**config.mk**
```make
export PLATFORM = sky130hd
export DESIGN_NAME = dpram_fifo_ctrl
export DESIGN_NICKNAME = d
export VERILOG_FILES = /design/src/rtl/dpram_fifo_ctrl.sv
export SDC_FILE = /design/constraint.sdc
export NUM_CORES = 1
export LEC_CHECK = 0
export CORE_UTILIZATION = 38
export CTS_CLUSTER_DIAMETER = 50
export DETAILED_ROUTE_END_ITERATION = 8
export PLACE_DENSITY = 0.88
export SYNTH_ARGS = -nofsm -noshare
export SYNTH_HDL_FRONTEND = slang
export SYNTH_SLANG_ARGS = --single-unit
```
**constraint.sdc**
```tcl
create_clock -name clk -period 2 [get_ports clk]
set_input_delay 0.2 -clock clk [delete_from_list [all_inputs] [get_ports clk]]
set_output_delay 0.2 -clock clk [all_outputs]
set_load 0.01 [all_outputs]
```
**src/rtl/dpram_fifo_ctrl.sv**
```systemverilog
// FIFO controller wrapped around a 64 x 8 dual-port synchronous RAM.
// Port A writes at the tail, port B continuously reads the head; this block owns pointers and handshakes.
module dpram_fifo_ctrl #(
    parameter int DW       = 8,
    parameter int AW       = 6,
    parameter int AF_LEVEL = 56
) (
    input  logic          clk,
    input  logic          rst_n,
    input  logic          flush,
    input  logic          wr_valid,
    output logic          wr_ready,
    input  logic [DW-1:0] wr_data,
    output logic          rd_valid,
    input  logic          rd_ready,
    output logic [DW-1:0] rd_data,
    output logic [AW:0]   count,
    output logic          empty,
    output logic          full,
    output logic          almost_full,
    output logic [AW-1:0] ram_addr_A,
    output logic [DW-1:0] ram_data_in_A,
    output logic          ram_mode_A,
    output logic [AW-1:0] ram_addr_B,
    output logic          ram_mode_B,
    input  logic [DW-1:0] ram_data_out_B
);

    localparam int          DEPTH   = 2 ** AW;
    localparam logic [AW:0] DEPTH_C = (AW+1)'(DEPTH);
    localparam logic [AW:0] AF_C    = (AW+1)'(AF_LEVEL);

    logic [AW-1:0] wr_ptr;
    logic [AW-1:0] rd_ptr;
    logic          push;
    logic          pop;

    assign wr_ready = rst_n & (count < DEPTH_C);
    assign push     = wr_valid & wr_ready & ~flush;
    assign pop      = rd_valid & rd_ready & ~flush;

    assign ram_addr_A    = wr_ptr;
    assign ram_data_in_A = wr_data;
    assign ram_mode_A    = push;

    // Fetch the next head on the same edge as a pop so back-to-back pops have no bubble.
    assign ram_addr_B = rd_ptr + AW'(pop);
    assign ram_mode_B = 1'b0;
    assign rd_data    = ram_data_out_B;

    assign empty       = (count == '0);
    assign full        = (count == DEPTH_C);
    assign almost_full = (count >= AF_C);

    // A push into an empty FIFO is not counted for rd_valid: the RAM returns the old word on that edge.
    always_ff @(posedge clk or negedge rst_n) begin
        if (!rst_n) begin
            wr_ptr   <= '0;
            rd_ptr   <= '0;
            count    <= '0;
            rd_valid <= 1'b0;
        end else if (flush) begin
            wr_ptr   <= '0;
            rd_ptr   <= '0;
            count    <= '0;
            rd_valid <= 1'b0;
        end else begin
            wr_ptr   <= wr_ptr + AW'(push);
            rd_ptr   <= rd_ptr + AW'(pop);
            count    <= count + (AW+1)'(push) - (AW+1)'(pop);
            rd_valid <= ((count - (AW+1)'(pop)) != '0);
        end
    end

endmodule

```
After elaboration in Yosys (flattened, before gate mapping):

Index checks and enable logic that the tools add are counted.

* bits in registers: 20
* bits in latches: 0
* memory bits (writable): 0
* ROM bits: 0
* bits of input ports: 21
* output and inout bits: 42
* memories kept: 0

* $add $sub $neg: 5
* multipliers: 0
* div/mod/pow operators: 0
* magnitude comparators: 2
* eq/ne operators: 1
* shift operators: 0
* mux-type cells: 4
* bitwise logic cells: 6
* reduce and logical (&&, ||, !) cells: 2

Operators by type and width (count)
* subtractor 7 x 1 -> 7 bit: 2
* adder 6 x 1 -> 6 bit: 2
* two-way mux 6 bit: 2
* adder 7 x 1 -> 7 bit: 1
* equality test 7 bit (second input constant): 1
* greater-or-equal comparator 7 x 6 -> 1 bit (second input constant): 1
* logical NOT 7 bit: 1
* less-than comparator 7 bit (second input constant): 1
* two-way mux 7 bit: 1
* nonzero test 7 bit: 1
* AND 1 bit: 5
* two-way mux 1 bit: 1
* NOT 1 bit: 1

Longest topological paths before layout:

* word-level depth: 7
* depth in mapped cells: 11
* mapped depth without buffers: 11

Worst setup path after synthesis:

Ideal clock, no wire load.

* path type: register -> register
* start point: reg count[6]
* end point: reg count[6]
* library setup time: 0.069 ns
* arrival time: 2.260 ns
* path slack: -0.329 ns
* cell stages (with the launch flop): 12
* clock period less this slack: 2.329 ns
* cell sequence: dfrtp_1 > nor2b_1 > nand2_1 > xnor2_1 > nor2_1 > ha_1 > inv_1 > fa_1 > o21bai_1 > a21oi_1 > or3_1 > nand3_1

* longest elaborated chain between the ends: 7

RTL lines
* start, declared: RTL line 17 `output logic [AW:0] count,`
* start signal, assigned: RTL line 70 `count <= count + (AW+1)'(push) - (AW+1)'(pop);`
* less-than comparator 7 bit: RTL line 38 `assign wr_ready = rst_n & (count < DEPTH_C);`
* AND 1 bit: RTL line 38
* via wr_ready: RTL line 12 `output logic wr_ready,`
* AND 1 bit (2 in series): RTL line 39 `assign push = wr_valid & wr_ready & ~flush;`
* adder 7 x 1 -> 7 bit: RTL line 70
* subtractor 7 x 1 -> 7 bit: RTL line 70
* two-way mux 7 bit: RTL line 62 `end else if (flush) begin`

The timed path passes the listed nets, and every way through them passes these cells.

Final worst setup path:

* start point: reg count[6]
* end point: reg count[6]

* longest elaborated chain between the ends: 7

RTL lines (RTL line)
* less-than comparator 7 bit: 38
* AND 1 bit: 38
* AND 1 bit (2 in series): 39
* adder 7 x 1 -> 7 bit *: 70
* subtractor 7 x 1 -> 7 bit *: 70
* two-way mux 7 bit *: 62

Mark *: on every way between the ends. The rest lies on a longest branch, timed or not.

==> summary.md <==
| Metric | Value |
|---|---|
| Run status | `finished with violations` |
| Failing checks | `setup timing` |
| Routed length per instance | `13.4 µm` |
| Vertical die dimension | `63.2 µm` |
| Sink count of the clock tree | `20` |
| Placed cells | `215` |
| Leakage | `0.902 nW` |
| Share of cells above drive strength 1 | `24.0%` |
| Post-detailed-route via-to-cell ratio | `4.91` |
| Sequential Power Share | `27.2%` |
| Drt initial violations | `38` |
| Final critical delay including setup and external delays | `2.16 ns` |
| Largest fanout of any net on the critical path | `3` |
| Total Die Area | `3990 µm²` |
| Setup violators final | `2` |
| Worst r2r dst | `count[6]` |
| Clk root buf | `sky130_fd_sc_hd__clkbuf_8` |
| Via count of the first global-routing pass | `1,061` |
| Syn Inst Count | `147` |
| Reg2reg path depth | `11` |
| Internal power of the cells | `1.23 mW` |
| Share of flip-flops with an asynchronous set or reset | `100%` |
| Area grow syn2layout | `30.3%` |
| Final TNS setup | `-0.179 ns` |
| Clock transition at the registers of the reported paths | `0.07 ns` |
| Post-Synthesis Mean Instance Area | `9.68 µm²` |
| Period utilization | `108%` |
| Ports placed on the boundary | `63` |
| Standard cell area after detailed placement | `1740 µm²` |
| Clock tree from TritonCTS | `yes` |
| Data arrival, critical path | `2.36 ns` |
| Total power per unit cell area | `1090 nW/µm²` |
| Final routed DRC violation total | `0` |
| Routed wire length | `2970 µm` |
| Number of synthesized flops with an enable pin | `0` |
| Cell taking the most area after synthesis | `sky130_fd_sc_hd__dfrtp_1` |
| Number of nets produced by synthesis | `186` |
| Nets | `215` |
| Antenna-violating nets left | `0` |
| Total power | `2.02 mW` |
| Number of warnings issued by yosys | `0` |
| Net switching share of the total power | `39.2%` |
| Area share of the largest cell type after synthesis | `35.2%` |
| Number of endpoints with negative hold slack in the final report | `0` |
| Num rows | `21` |
| Source of the worst register-to-register timing path | `count[6]` |
| Data required time at the worst endpoint | `2.20 ns` |
| Synthesized area | `1420 µm²` |
| Wire length of the first global-routing pass | `4940 µm` |
| Highest achievable clock rate | `0.462 GHz` |
| Worst min-delay path category | `in2async` |
| Clock buffers created by TritonCTS | `3` |
| Unrepaired setup endpoints after global routing | `true` |
| Type of the worst setup path | `reg2reg` |
| GP Congestion | `0.791` |
| Worst supply voltage drop on vdd | `0.509 mV` |
| Minimum setup slack in the final design | `-0.164 ns` |
| Setup clock skew after layout | `0.00528 ns` |
| Inserted Diodes | `0` |
| Fin cells | `221` |
| Detailed-route via count | `1,086` |
| Number of levels the H-tree was split into | `1` |
| Clock network fraction of total power | `13.3%` |
| Largest net degree at the start of global routing | `29` |
| Final global-route overflow total | `0` |
| Number of antenna violations at the first check in global routing | `0` |
| Max-slew violations | `0` |
| Leading cell type by number of instances after synthesis | `sky130_fd_sc_hd__dfrtp_1` |
| Post-DP HPWL | `2180 µm` |
| Design Area, Final | `1850 µm²` |
| Most frequently used flop master after synthesis | `sky130_fd_sc_hd__dfrtp_1` |
| Number of distinct library cells after synthesis | `33` |
| # port buffers | `29` |
| Starting density of the core | `41.0%` |
| X dimension of the die | `63.2 µm` |
| Detailed Routing Iterations Pass 1 | `4` |
| Sequential element share of the synthesized area | `35.2%` |
| Ranking of synthesized cells by instance count | `sky130_fd_sc_hd__dfrtp_1, sky130_fd_sc_hd__buf_4, sky130_fd_sc_hd__ha_1` |
| Synth top area cells | `sky130_fd_sc_hd__dfrtp_1, sky130_fd_sc_hd__ha_1, sky130_fd_sc_hd__buf_4` |
| Worst R2R Setup Slack | `-0.16 ns` |
| Switching power | `791 µW` |
| Core ar. | `3470 µm²` |
| Share of total power in combinational logic | `59.5%` |
| Clock tree buffer depth | `2` |
| Critical path launch point type | `flip-flop` |
| Total track usage | `15.8%` |
| Critical path endpoint category | `flip-flop` |
| Insertion delay of the later-clocked pin in the worst-skew pair | `0.26 ns` |
| Number of register bits inferred by synthesis | `20` |
| Max Cap Viol | `0` |
[worst max-delay path by stage]
stage               slack (ns)     start  endpoint
finish                   -0.16  count[6]  count[6]
global route             -0.32  count[6]  count[6]
CTS                      -0.17  count[6]  count[6]
detailed placement       -0.48     rst_n  count[6]
global placement         -0.43     rst_n  count[6]
floorplan                -0.15  count[6]  count[6]
[per-stage QoR]
stage / util, % / hold WS (ns) / worst slack (ns)
floorplan: - / -0.0956 / -0.149
global placement: 50.2 / 0.400 / -0.434
detailed placement: 50.2 / 0.400 / -0.480
CTS: 51.8 / 0.0678 / -0.173
global route: 53.4 / 0.0817 / -0.320
finish: 53.4 / 0.0623 / -0.164
[power groups by stage]
stage                     registers (mW)  clock network [mW]  logic, mW
after floorplan                    0.577                   0      0.711
after global placement             0.552                   0       1.11
after detailed placement           0.554                   0       1.14
after CTS                          0.548               0.277       1.15
after global routing               0.559               0.293       1.31
final                              0.549               0.268       1.20
[cell families (layout without fill, tap and decap cells)]
| logic type | count (synthesis) | after routing | synth area share, % |
|---|---|---|---|
| AOI/OAI and AO/OA | 12 | 12 | 6.86 |
| xor gates and xnor gates | 13 | 13 | 8.00 |
| adders and majority gates | 18 | 18 | 16.4 |
| buffers and inverters | 31 | 59 | 13.2 |
| DFF | 20 | 20 | 35.2 |
| muxes | 1 | 1 | 0.704 |
| other | 1 | 1 | 0.264 |
| and+or+nand+nor | 51 | 51 | 19.4 |
[critical path: stages, from the launching register on]
cell	delay, ns
sky130_fd_sc_hd__dfrtp_2	0.43
sky130_fd_sc_hd__nor2b_4	0.13
sky130_fd_sc_hd__nand2_2	0.07
sky130_fd_sc_hd__xnor2_1	0.13
sky130_fd_sc_hd__nor2_1	0.11
sky130_fd_sc_hd__ha_2	0.19
sky130_fd_sc_hd__inv_2	0.04
sky130_fd_sc_hd__fa_2	0.33
sky130_fd_sc_hd__o21bai_1	0.18
sky130_fd_sc_hd__a21oi_2	0.10
sky130_fd_sc_hd__or3_4	0.33
sky130_fd_sc_hd__nand3_2	0.07
[placed cells by master, fill, tap and decap left out, types with 2 or more instances in the layout]
cell type	n
sky130_fd_sc_hd__a21oi_1	2
sky130_fd_sc_hd__buf_4	15
sky130_fd_sc_hd__clkbuf_8	3
sky130_fd_sc_hd__clkdlybuf4s50_1	20
sky130_fd_sc_hd__dfrtp_1	19
sky130_fd_sc_hd__dlygate4sd2_1	5
sky130_fd_sc_hd__dlymetal6s2s_1	2
sky130_fd_sc_hd__ha_1	14
sky130_fd_sc_hd__ha_2	3
sky130_fd_sc_hd__inv_1	9
sky130_fd_sc_hd__inv_2	2
sky130_fd_sc_hd__nand2_1	4
sky130_fd_sc_hd__nand2_2	2
sky130_fd_sc_hd__nand3_1	4
sky130_fd_sc_hd__nand3_2	2
sky130_fd_sc_hd__nand4b_1	2
sky130_fd_sc_hd__nor2_1	11
sky130_fd_sc_hd__nor2_2	2
sky130_fd_sc_hd__nor2b_1	11
sky130_fd_sc_hd__nor3_1	3
sky130_fd_sc_hd__nor4b_1	2
sky130_fd_sc_hd__o21bai_1	2
sky130_fd_sc_hd__xnor2_1	6
sky130_fd_sc_hd__xnor2_2	3
sky130_fd_sc_hd__xor2_1	3
[what timing repair did]
item                                    CTS  global route
pin swaps                                 6             6
setup buffers                             0             2
hold buffers                              0             0
resized for setup                        15            13
endpoints found under the setup margin    9             8
[routing by layer]
layer | track usage (%) | routed length [µm] | up-vias | share of wire (%)
met3 | 3.80 | 161 | 7 | 5.4
met5 | 0 | 0 | - | 0
met2 | 25.1 | 1460 | 37 | 49
li1 | - | - | 529 | -
met1 | 20.8 | 1290 | 513 | 44
met4 | 5.68 | 52 | 0 | 1.8
[flip-flops by register name, indices dropped and copies added (netlist names)]
signal,count
rd_ptr,6
rd_valid,1
ram_addr_A,6
count,7
[final cells by class]
cell class                 instances  area [µm²]
clock buffer                       4        45.0
fill                             311        1620
inverter                          11        41.3
multi-input combinational         96         816
sequential                        20         502
tap                               46        57.6
timing repair buffer              44         392
Note: power is estimated with default switching activity, not from simulation.
